==> src/rtl/display_defs.vh <==
// Shared display encodings: blank BCD code, anode patterns per digit slot, largest showable field.
localparam logic [3:0] BLANK_CODE = 4'hF;
localparam logic [3:0] AN_OFF     = 4'b1111;
localparam logic [3:0] AN_D3      = 4'b0111;
localparam logic [3:0] AN_D2      = 4'b1011;
localparam logic [3:0] AN_D1      = 4'b1101;
localparam logic [3:0] AN_D0      = 4'b1110;
localparam logic [7:0] MAX_FIELD  = 8'd99;

==> src/rtl/display_scan_ctrl_pkg.sv <==
// Types and helpers shared by the seven-segment scan controller and its digit splitter.
package display_scan_ctrl_pkg;
`include "display_defs.vh"

  typedef enum logic [1:0] {
    SEL_D0 = 2'd0,
    SEL_D1 = 2'd1,
    SEL_D2 = 2'd2,
    SEL_D3 = 2'd3
  } sel_e;

  function automatic logic [3:0] an_for_sel(input sel_e s);
    logic [3:0] p;
    case (s)
      SEL_D3:  p = AN_D3;
      SEL_D2:  p = AN_D2;
      SEL_D1:  p = AN_D1;
      default: p = AN_D0;
    endcase
    return p;
  endfunction

  // Slots 3 and 2 belong to the left field, 1 and 0 to the right field.
  function automatic logic is_left(input sel_e s);
    return (s == SEL_D3) || (s == SEL_D2);
  endfunction

endpackage

==> src/rtl/display_scan_ctrl_split_output.sv <==
// Splits a binary field 0..99 into BCD tens/ones; out-of-range values blank both digits.
module split_output
  import display_scan_ctrl_pkg::*;
(
  input  logic [7:0] total,
  output logic [3:0] left,
  output logic [3:0] right
);

  always_comb begin
    left  = 4'(total / 8'd10);
    right = 4'(total % 8'd10);
    if (total > MAX_FIELD) begin
      left  = BLANK_CODE;
      right = BLANK_CODE;
    end
  end

endmodule

==> src/rtl/display_scan_ctrl.sv <==
// Four-digit seven-segment scanner for two 8-bit fields, frame-consistent snapshots, guard band and blink.
module display_scan_ctrl
  import display_scan_ctrl_pkg::*;
#(
  parameter int REFRESH_DIV = 50000,
  parameter int GUARD       = 500
) (
  input  logic       clk,
  input  logic       rst_n,
  input  logic [7:0] left_val,
  input  logic [7:0] right_val,
  input  logic [1:0] blink_en,
  input  logic       blink_tick,
  input  logic       dp_en,
  output logic [3:0] an,
  output logic [3:0] digit,
  output logic       dp
);

  localparam int            CW       = $clog2(REFRESH_DIV);
  localparam logic [CW-1:0] CNT_LAST = CW'(REFRESH_DIV - 1);

  logic [CW-1:0] cnt;
  sel_e          sel;
  logic          phase;
  logic [7:0]    left_snap;
  logic [7:0]    right_snap;

  logic [7:0]    split_in;
  logic [3:0]    tens;
  logic [3:0]    ones;
  logic [3:0]    slot_digit;
  logic          terminal;
  logic          in_guard;
  logic          blanked;

  always_comb begin
    split_in   = is_left(sel) ? left_snap : right_snap;
    slot_digit = ((sel == SEL_D3) || (sel == SEL_D1)) ? tens : ones;
    terminal   = (cnt == CNT_LAST);
    in_guard   = int'(cnt) < GUARD;
    blanked    = phase & (is_left(sel) ? blink_en[1] : blink_en[0]);
  end

  split_output u_split (
    .total (split_in),
    .left  (tens),
    .right (ones)
  );

  always_ff @(posedge clk or negedge rst_n) begin
    if (!rst_n) begin
      cnt        <= '0;
      sel        <= SEL_D3;
      phase      <= 1'b0;
      left_snap  <= '0;
      right_snap <= '0;
      an         <= AN_OFF;
      digit      <= BLANK_CODE;
      dp         <= 1'b1;
    end else begin
      if (terminal) begin
        cnt <= '0;
        sel <= sel_e'(sel - 2'd1);
        // Latch on the last cycle of slot 0 so the whole next frame sees one pair of values.
        if (sel == SEL_D0) begin
          left_snap  <= left_val;
          right_snap <= right_val;
        end
      end else begin
        cnt <= cnt + 1'b1;
      end

      if (blink_tick) begin
        phase <= ~phase;
      end

      digit <= slot_digit;
      an    <= (in_guard || blanked) ? AN_OFF : an_for_sel(sel);
      dp    <= ~(dp_en && (sel == SEL_D2) && !in_guard && !blanked);
    end
  end

endmodule

==> config.mk <==
export PLATFORM = sky130hd
export DESIGN_NAME = display_scan_ctrl
export DESIGN_NICKNAME = d
export VERILOG_FILES = /design/src/rtl/display_scan_ctrl_pkg.sv /design/src/rtl/display_scan_ctrl_split_output.sv /design/src/rtl/display_scan_ctrl.sv
export VERILOG_INCLUDE_DIRS = /design/src /design/src/rtl
export SDC_FILE = /design/constraint.sdc
export NUM_CORES = 1
export LEC_CHECK = 0
export BUFFER_PORTS_ARGS = -buffer_cell sky130_fd_sc_hd__buf_4
export CORE_MARGIN = 5
export CORE_UTILIZATION = 30
export DETAILED_ROUTE_END_ITERATION = 10
export GPL_TIMING_DRIVEN = 0
export PLACE_DENSITY = 0.47
export SETUP_SLACK_MARGIN = 0.4
export SYNTH_ARGS = -nofsm -noshare
export SYNTH_HDL_FRONTEND = slang
export SYNTH_HIERARCHICAL = 1
export SYNTH_SLANG_ARGS = --single-unit
==> constraint.sdc <==
create_clock -name clk -period 6.74 [get_ports clk]
set_input_delay 1.011 -clock clk [delete_from_list [all_inputs] [get_ports clk]]
set_output_delay 1.011 -clock clk [all_outputs]
set_load 0.01 [all_outputs]
Word level (Yosys, flattened, before mapping)
Index checks and enable logic that the tools add are counted.

Input bits: 22. Logic and storage cells: 39. Register bits: 44.

Add/sub/neg operators: 2. Equality and inequality tests: 4. Div/mod/pow operators: 2. Reductions and logical operators: 10. Mux-type cells: 8. Magnitude comparators: 2. Bitwise gates (word level): 3.

Operator list (count): 16-bit by 1-bit adder with 16-bit output, second input constant (1); 16-bit == test, second input constant (1); 16-bit by 9-bit < comparator with 1-bit output, second input constant (1); 16-bit two-way mux (1); 4-bit two-way mux (4); 4-bit one-hot mux with 3 select lines (1); 8-bit by 4-bit divider with 8-bit output, second input constant (1); 8-bit by 7-bit > comparator with 1-bit output, second input constant (1); 8-bit by 4-bit remainder unit with 8-bit output, second input constant (1); 8-bit two-way mux (1); 2-bit == test, second input constant (2); 1-bit logical AND (3); 1-bit logical OR (3); 2-bit by 1-bit == test with 1-bit output, second input constant (1); 1-bit logical NOT (2); 2-bit logical NOT (1); 1-bit NOT (2); 2-bit AND reduction (1); 2-bit by 1-bit subtractor with 2-bit output, second input constant (1); 1-bit bitwise AND (1); 1-bit two-way mux (1).

Longest topological paths before layout
Word-level depth: 7. Gate-level depth with buffers: 13. Gate-level depth less buffers: 11.

Hierarchy
The synthesis kept the hierarchy.

By module, submodules not included: display_scan_ctrl (area each 2011.9 µm², times used 1, sequential area each 1114.8 µm², cells each 152); split_output (area each 603.1 µm², times used 1, sequential area each 0.0 µm², cells each 89).

Least setup slack after synthesis
No wires, ideal clock.

Path type: register to register. From: register sel[0]. To: register digit[3]. Library setup time: 82 ps. Stages on the path, launching flop included: 12. Clock period less this slack: 3260 ps. Data arrival time: 3178 ps. Buffers on the path: 2. Slack: 3480 ps. Data required time: 6658 ps. Cell sequence: dfstp_2 > inv_1 > ha_1 > nor2_1 > mux2_2 > buf_2 > clkbuf_1 > or3_1 > a31oi_1 > o21a_1 > a21oi_1 > mux2_2.

Longest elaborated chain between the ends: 6.

Ends and longest elaborated chain: start, declared (line display_scan_ctrl.sv:24) `sel_e sel;`; start signal, assigned (line display_scan_ctrl.sv:64) `sel <= sel_e'(sel - 2'd1);`; 2-bit == test (line display_scan_ctrl_pkg.sv:25) `return (s == SEL_D3) || (s == SEL_D2);`; 1-bit logical OR (*) (line display_scan_ctrl_pkg.sv:25); 8-bit two-way mux (*) (line display_scan_ctrl.sv:38) `split_in = is_left(sel) ? left_snap : right_snap;`; net split_in[2] (line display_scan_ctrl.sv:29) `logic [7:0] split_in;`; 8-bit by 4-bit remainder unit with 8-bit output / 8-bit by 7-bit > comparator with 1-bit output (equally long branches) (line display_scan_ctrl_split_output.sv:12, display_scan_ctrl_split_output.sv:13); 4-bit two-way mux (*) (line display_scan_ctrl_split_output.sv:13) `if (total > MAX_FIELD) begin`; net ones[3] (line display_scan_ctrl.sv:31) `logic [3:0] ones;`; 4-bit two-way mux (*) (line display_scan_ctrl.sv:39) `slot_digit = ((sel == SEL_D3) || (sel == SEL_D1)) ? tens : ones;`; net slot_digit[3] (line display_scan_ctrl.sv:32) `logic [3:0] slot_digit;`; end signal, assigned (line display_scan_ctrl.sv:78) `digit <= slot_digit;`; end, declared (line display_scan_ctrl.sv:16) `output logic [3:0] digit,`.

Mark *: on every way through the listed nets, which the timed path passes. The rest lies on a longest branch. A chain may end at the register's enable or synchronous reset.

Worst setup path after layout
Same ends and word-level chain as after synthesis.

==> results by stage <==
Worst setup path:
- The element type at the critical path start is a flip-flop.
- The buffering stage count on the worst path with inverters included is 3.
- The worst register-to-register path begins at sel[0]$_DFFE_PN1N_.
- For this run, the slowest stage of the critical path takes 0.67 ns.
- The kind of end point of the critical path is a flip-flop.
- The category of cells accounting for the largest share of critical-path delay is simple AND/OR/NAND/NOR gates.
- Of all nets on the critical path, the largest fanout is 10.
- The setup slack of the worst register-to-register path is 2.94 ns.
- The critical path depth is 11.
- In this run the worst setup path begins at sel[0]$_DFFE_PN1N_.
- The worst reg2reg path endpoint is digit[3]$_DFF_PN1_.
- The worst path required time is 6.96 ns.
- The critical path ends at digit[3]$_DFF_PN1_.
- The most numerous cell type found on the critical path is sky130_fd_sc_hd__mux2_2.
- The signal on the critical path passes through inv_1 > ha_1 > nor2_1 > mux2_2 > buf_2 > clkbuf_1 > or3_1 > a31oi_1 > o21a_1 > a21oi_1 > mux2_2.
- By startpoint and endpoint, the worst setup path is classified as reg -> reg.
- The master of the slowest instance on the critical path is sky130_fd_sc_hd__nor2_1.
- The worst endpoint data arrival time is 4.02 ns.
- Counting cells, the worst reg-to-reg path comes to 11.

STA:
- The fraction of the cycle the final worst path needs is 0.5642.
- The number of pins with negative max-slew slack in the final report came to 0.
- Setup total negative slack on the finished layout was measured at 0 ns.
- The setup-violating endpoint count in the final report is 0.
- The post-layout minimum cycle time is 3.802 ns.
- The post-route worst hold slack is 0.4863 ns.
- The hold violation total from the final report is 0.
- Timing would allow up to 0.2630 GHz.
- The worst-margin pin slew is 0.8516 ns.
- Setup repair after global routing left no endpoint under its margin.
- The relative max-transition margin is 0.4302.
- The worst clock skew is 0.01298 ns.

Pwr:
- Summed over all cells, the static leakage comes to 0.001295 µW.
- The analysis attributes to net switching a power of 131.7 µW.
- Of the total power, registers draw 0.544.
- The total power per unit cell area is 169.4 nW/µm².
- Across the VDD grid, the largest voltage drop is 0.00007603 V.
- Of the total power, the share spent switching nets is 0.2540.
- The internal power is 386.8 µW.
- The share of total power dissipated in combinational logic is 0.144.
- The total design power is 518.4 µW.
- The clock power share is 0.312.

Route:
- The remaining antenna violation count after routing is 0.
- The first routing iteration left 94 violations.
- For this block, the via count after detailed routing is 1,864.
- The number of iterations in the first detailed-routing pass is 4.
- For this block, the routed nets add up to 5473 µm of wire.
- In the routed layout, each cell is associated on average with a via count of 4.817.
- The routed wire length per instance is 14.14 µm.
- The number of DRC violations after detailed routing is 0.

Layout:
- The number of antenna diodes is 0.
- The layout filler cell count is 885.
- The share of post-route cells with drive strength above 1 is 0.3333.
- After the flow finishes, the layout carries non-filler instances totaling 387.
- At the end of the flow, the number of nets in the layout was 307.
- Compared with the post-synthesis result, the final layout area differs by 17.03%.
- The post-route core utilization is 0.3561.

Synth:
- The post-synth net total is 270.
- The unique cell type count in the Yosys netlist is 57.
- Yosys mapped a number of flops with a built-in enable equal to 0.
- The fraction of the yosys area taken by sequential cells is 0.4263.
- In the synthesized netlist, the number of instances is 241.
- A synthesized cell averages 10.85 µm².
- The total of warnings raised by yosys is 6.
- The most used flip-flop cell after synthesis is sky130_fd_sc_hd__dfrtp_1.
- The share of synthesized flip-flops with an asynchronous set or reset is 1.000.
- In this run, synthesis produced a sequential element count of 44.
- The area of the mapped netlist is 2615 µm².

Status:
- The flow ran to the end, and the final reports show no timing, DRC or antenna violations.

Floorplan:
- The core area is 8593 µm².
- The die outline area is 10,680 µm².
- The die extent in y is 103.4 µm.
- Measured along the x axis, the die boundary spans 103.4 µm.
- The starting utilization of the core area is 0.3043.
- The top-level port count is 31.
- The initialized floorplan defines 34 standard-cell rows.

Clocking:
- Counting every sink on the clock net gives 44.
- The TritonCTS clock tree is yes.
- Hold repair after CTS inserted 0 buffers.
- The maximum buffer depth of the clock tree is 2.
- In this run, post-CTS repair resized a total of 0 instances.
- The library cell used as clock root buffer is sky130_fd_sc_hd__clkbuf_8.
- The number of post-CTS setup repair buffers is 0.
- The source-to-sink clock delay at the later pin of the worst-skew pair is 0.30 ns.
- The clock transition time at the flip-flop clock pins of the worst setup and hold paths is 0.09 ns.
- The number of CTS-inserted buffers is 5.
- The H-tree was split into 2 levels.

Global route:
- The overall fraction of global-route tracks in use is 0.1106.
- The number of global-route vias before repair is 1,792.
- The number of antenna violations at the first check in global routing is 0.
- The remaining global-route overflow is 0.
- Entering global routing, the biggest net connects 45 pins.
- The first-pass GRT wire length is 9225 µm.

Placement:
- Port buffering added 30 buffers.
- Once placement completed, the tool counted placed cells totaling 379.
- The congestion estimate from routability-driven global placement came to 0.8712.
- Detailed placement finished with a half-perimeter wire length of 3997 µm.

Run:
- The number of maximum-capacitance constraint violations is 0.

Min path:
- In this run the worst hold path is classified as reg -> reg.
worst min-delay path by stage:
| stage | from | to | slack, ns | depth (start not counted) |
|---|---|---|---|---|
| floorplan | phase$_DFFE_PN0P_ | phase$_DFFE_PN0P_ | 0.44 | 1 |
| global placement | phase$_DFFE_PN0P_ | phase$_DFFE_PN0P_ | 0.46 | 1 |
| detailed placement | cnt[0]$_DFF_PN0_ | cnt[0]$_DFF_PN0_ | 0.48 | 1 |
| CTS | cnt[0]$_DFF_PN0_ | cnt[0]$_DFF_PN0_ | 0.49 | 1 |
| global route | cnt[0]$_DFF_PN0_ | cnt[0]$_DFF_PN0_ | 0.51 | 1 |
| finish | phase$_DFFE_PN0P_ | phase$_DFFE_PN0P_ | 0.49 | 1 |
power groups by stage:
stage	sequential [µW]	combinational (µW)	clock, µW
finish	282	74.9	162
global route	283	83.8	181
floorplan	287	46.1	0
global placement	286	76.3	0
detailed placement	287	76.1	0
CTS	282	76.4	172
cells in the final DEF, fill, tap and decap left out, types with 8 or more instances in the layout:
cell type,n
sky130_fd_sc_hd__mux2_4,10
sky130_fd_sc_hd__nand2_1,8
sky130_fd_sc_hd__dfstp_2,11
sky130_fd_sc_hd__nand3_1,10
sky130_fd_sc_hd__buf_4,31
sky130_fd_sc_hd__xnor2_1,12
sky130_fd_sc_hd__nor2_1,17
sky130_fd_sc_hd__mux2_2,19
sky130_fd_sc_hd__o21ai_0,11
sky130_fd_sc_hd__dfrtp_1,33
worst reg2reg max path: cells and delay by family (launching register included):
| kind | cells | cell delay, ns |
|---|---|---|
| adders and majority gates | 1 | 0.25 |
| buffers and inverters | 3 | 0.50 |
| AOI/OAI and AO/OA | 3 | 0.64 |
| muxes | 2 | 0.68 |
| and+or+nand+nor | 2 | 1.09 |
| DFF | 1 | 0.57 |
metrics by stage:
stage	worst slack, ns	instance area, µm²
3_5_place_dp	2.926	2975
6_report	2.938	3060
2_1_floorplan	3.480	2615
3_3_place_gp	2.891	2975
4_1_cts	2.900	3060
5_1_grt	2.693	3060
layer usage:
layer | track usage | up-vias | part of all wire
li1 | - | 938 | -
met4 | 0.03884 | 0 | 0.015
met5 | 0 | - | 0
met3 | 0.02549 | 4 | 0.052
met1 | 0.1645 | 871 | 0.51
met2 | 0.1559 | 51 | 0.42
state kept, by name (all words and copies together) (netlist names):
| signal | count |
|---|---|
| right_snap | 8 |
| an | 4 |
| cnt | 16 |
| digit | 4 |
| phase | 1 |
| dp | 1 |
| sel | 2 |
| left_snap | 8 |
cell families (layout without fill, tap and decap cells):
logic type	count (synthesis)	count (layout)	synth area share
adders and majority gates	7	7	0.03349
AOI/OAI and AO/OA	33	33	0.08565
muxes	32	32	0.1507
xor gates and xnor gates	19	19	0.06364
buffers and inverters	20	58	0.03493
DFF	44	44	0.4263
and+or+nand+nor	86	86	0.2053
synthesized netlist by cell type, types with 4 or more instances:
master                      n  area (µm²)
sky130_fd_sc_hd__nor2b_1    5       31.28
sky130_fd_sc_hd__nand3_1   10       50.05
sky130_fd_sc_hd__or3_1      4       25.02
sky130_fd_sc_hd__nand2b_1   6       37.54
sky130_fd_sc_hd__xor2_1     7       61.31
sky130_fd_sc_hd__mux2_2    19       214.0
sky130_fd_sc_hd__nand4_1    5       31.28
sky130_fd_sc_hd__clkbuf_1   6       22.52
sky130_fd_sc_hd__o21ai_0   11       55.05
sky130_fd_sc_hd__xnor2_1   12       105.1
sky130_fd_sc_hd__mux2_4    10       150.1
sky130_fd_sc_hd__buf_2      4       20.02
sky130_fd_sc_hd__nand3b_1   4       30.03
sky130_fd_sc_hd__nand2_1    8       30.03
sky130_fd_sc_hd__ha_1       7       87.58
sky130_fd_sc_hd__nor3b_1    5       37.54
sky130_fd_sc_hd__inv_1      7       26.28
sky130_fd_sc_hd__dfrtp_1   33       825.8
sky130_fd_sc_hd__nor2_1    17       63.81
sky130_fd_sc_hd__dfstp_2   11       289.0
final cells by class:
type,instances,area [µm²],area share
clock buffer,6,72.57,0.02371
tap,108,135.1,0.04415
multi-input combinational,177,1409,0.4603
timing repair buffer,30,225.2,0.07359
clock inverter,2,12.51,0.004088
buffer,12,61.31,0.02003
sequential,44,1115,0.3643
inverter,8,30.03,0.009812
No activity file was read; power rests on OpenSTA's default activity.
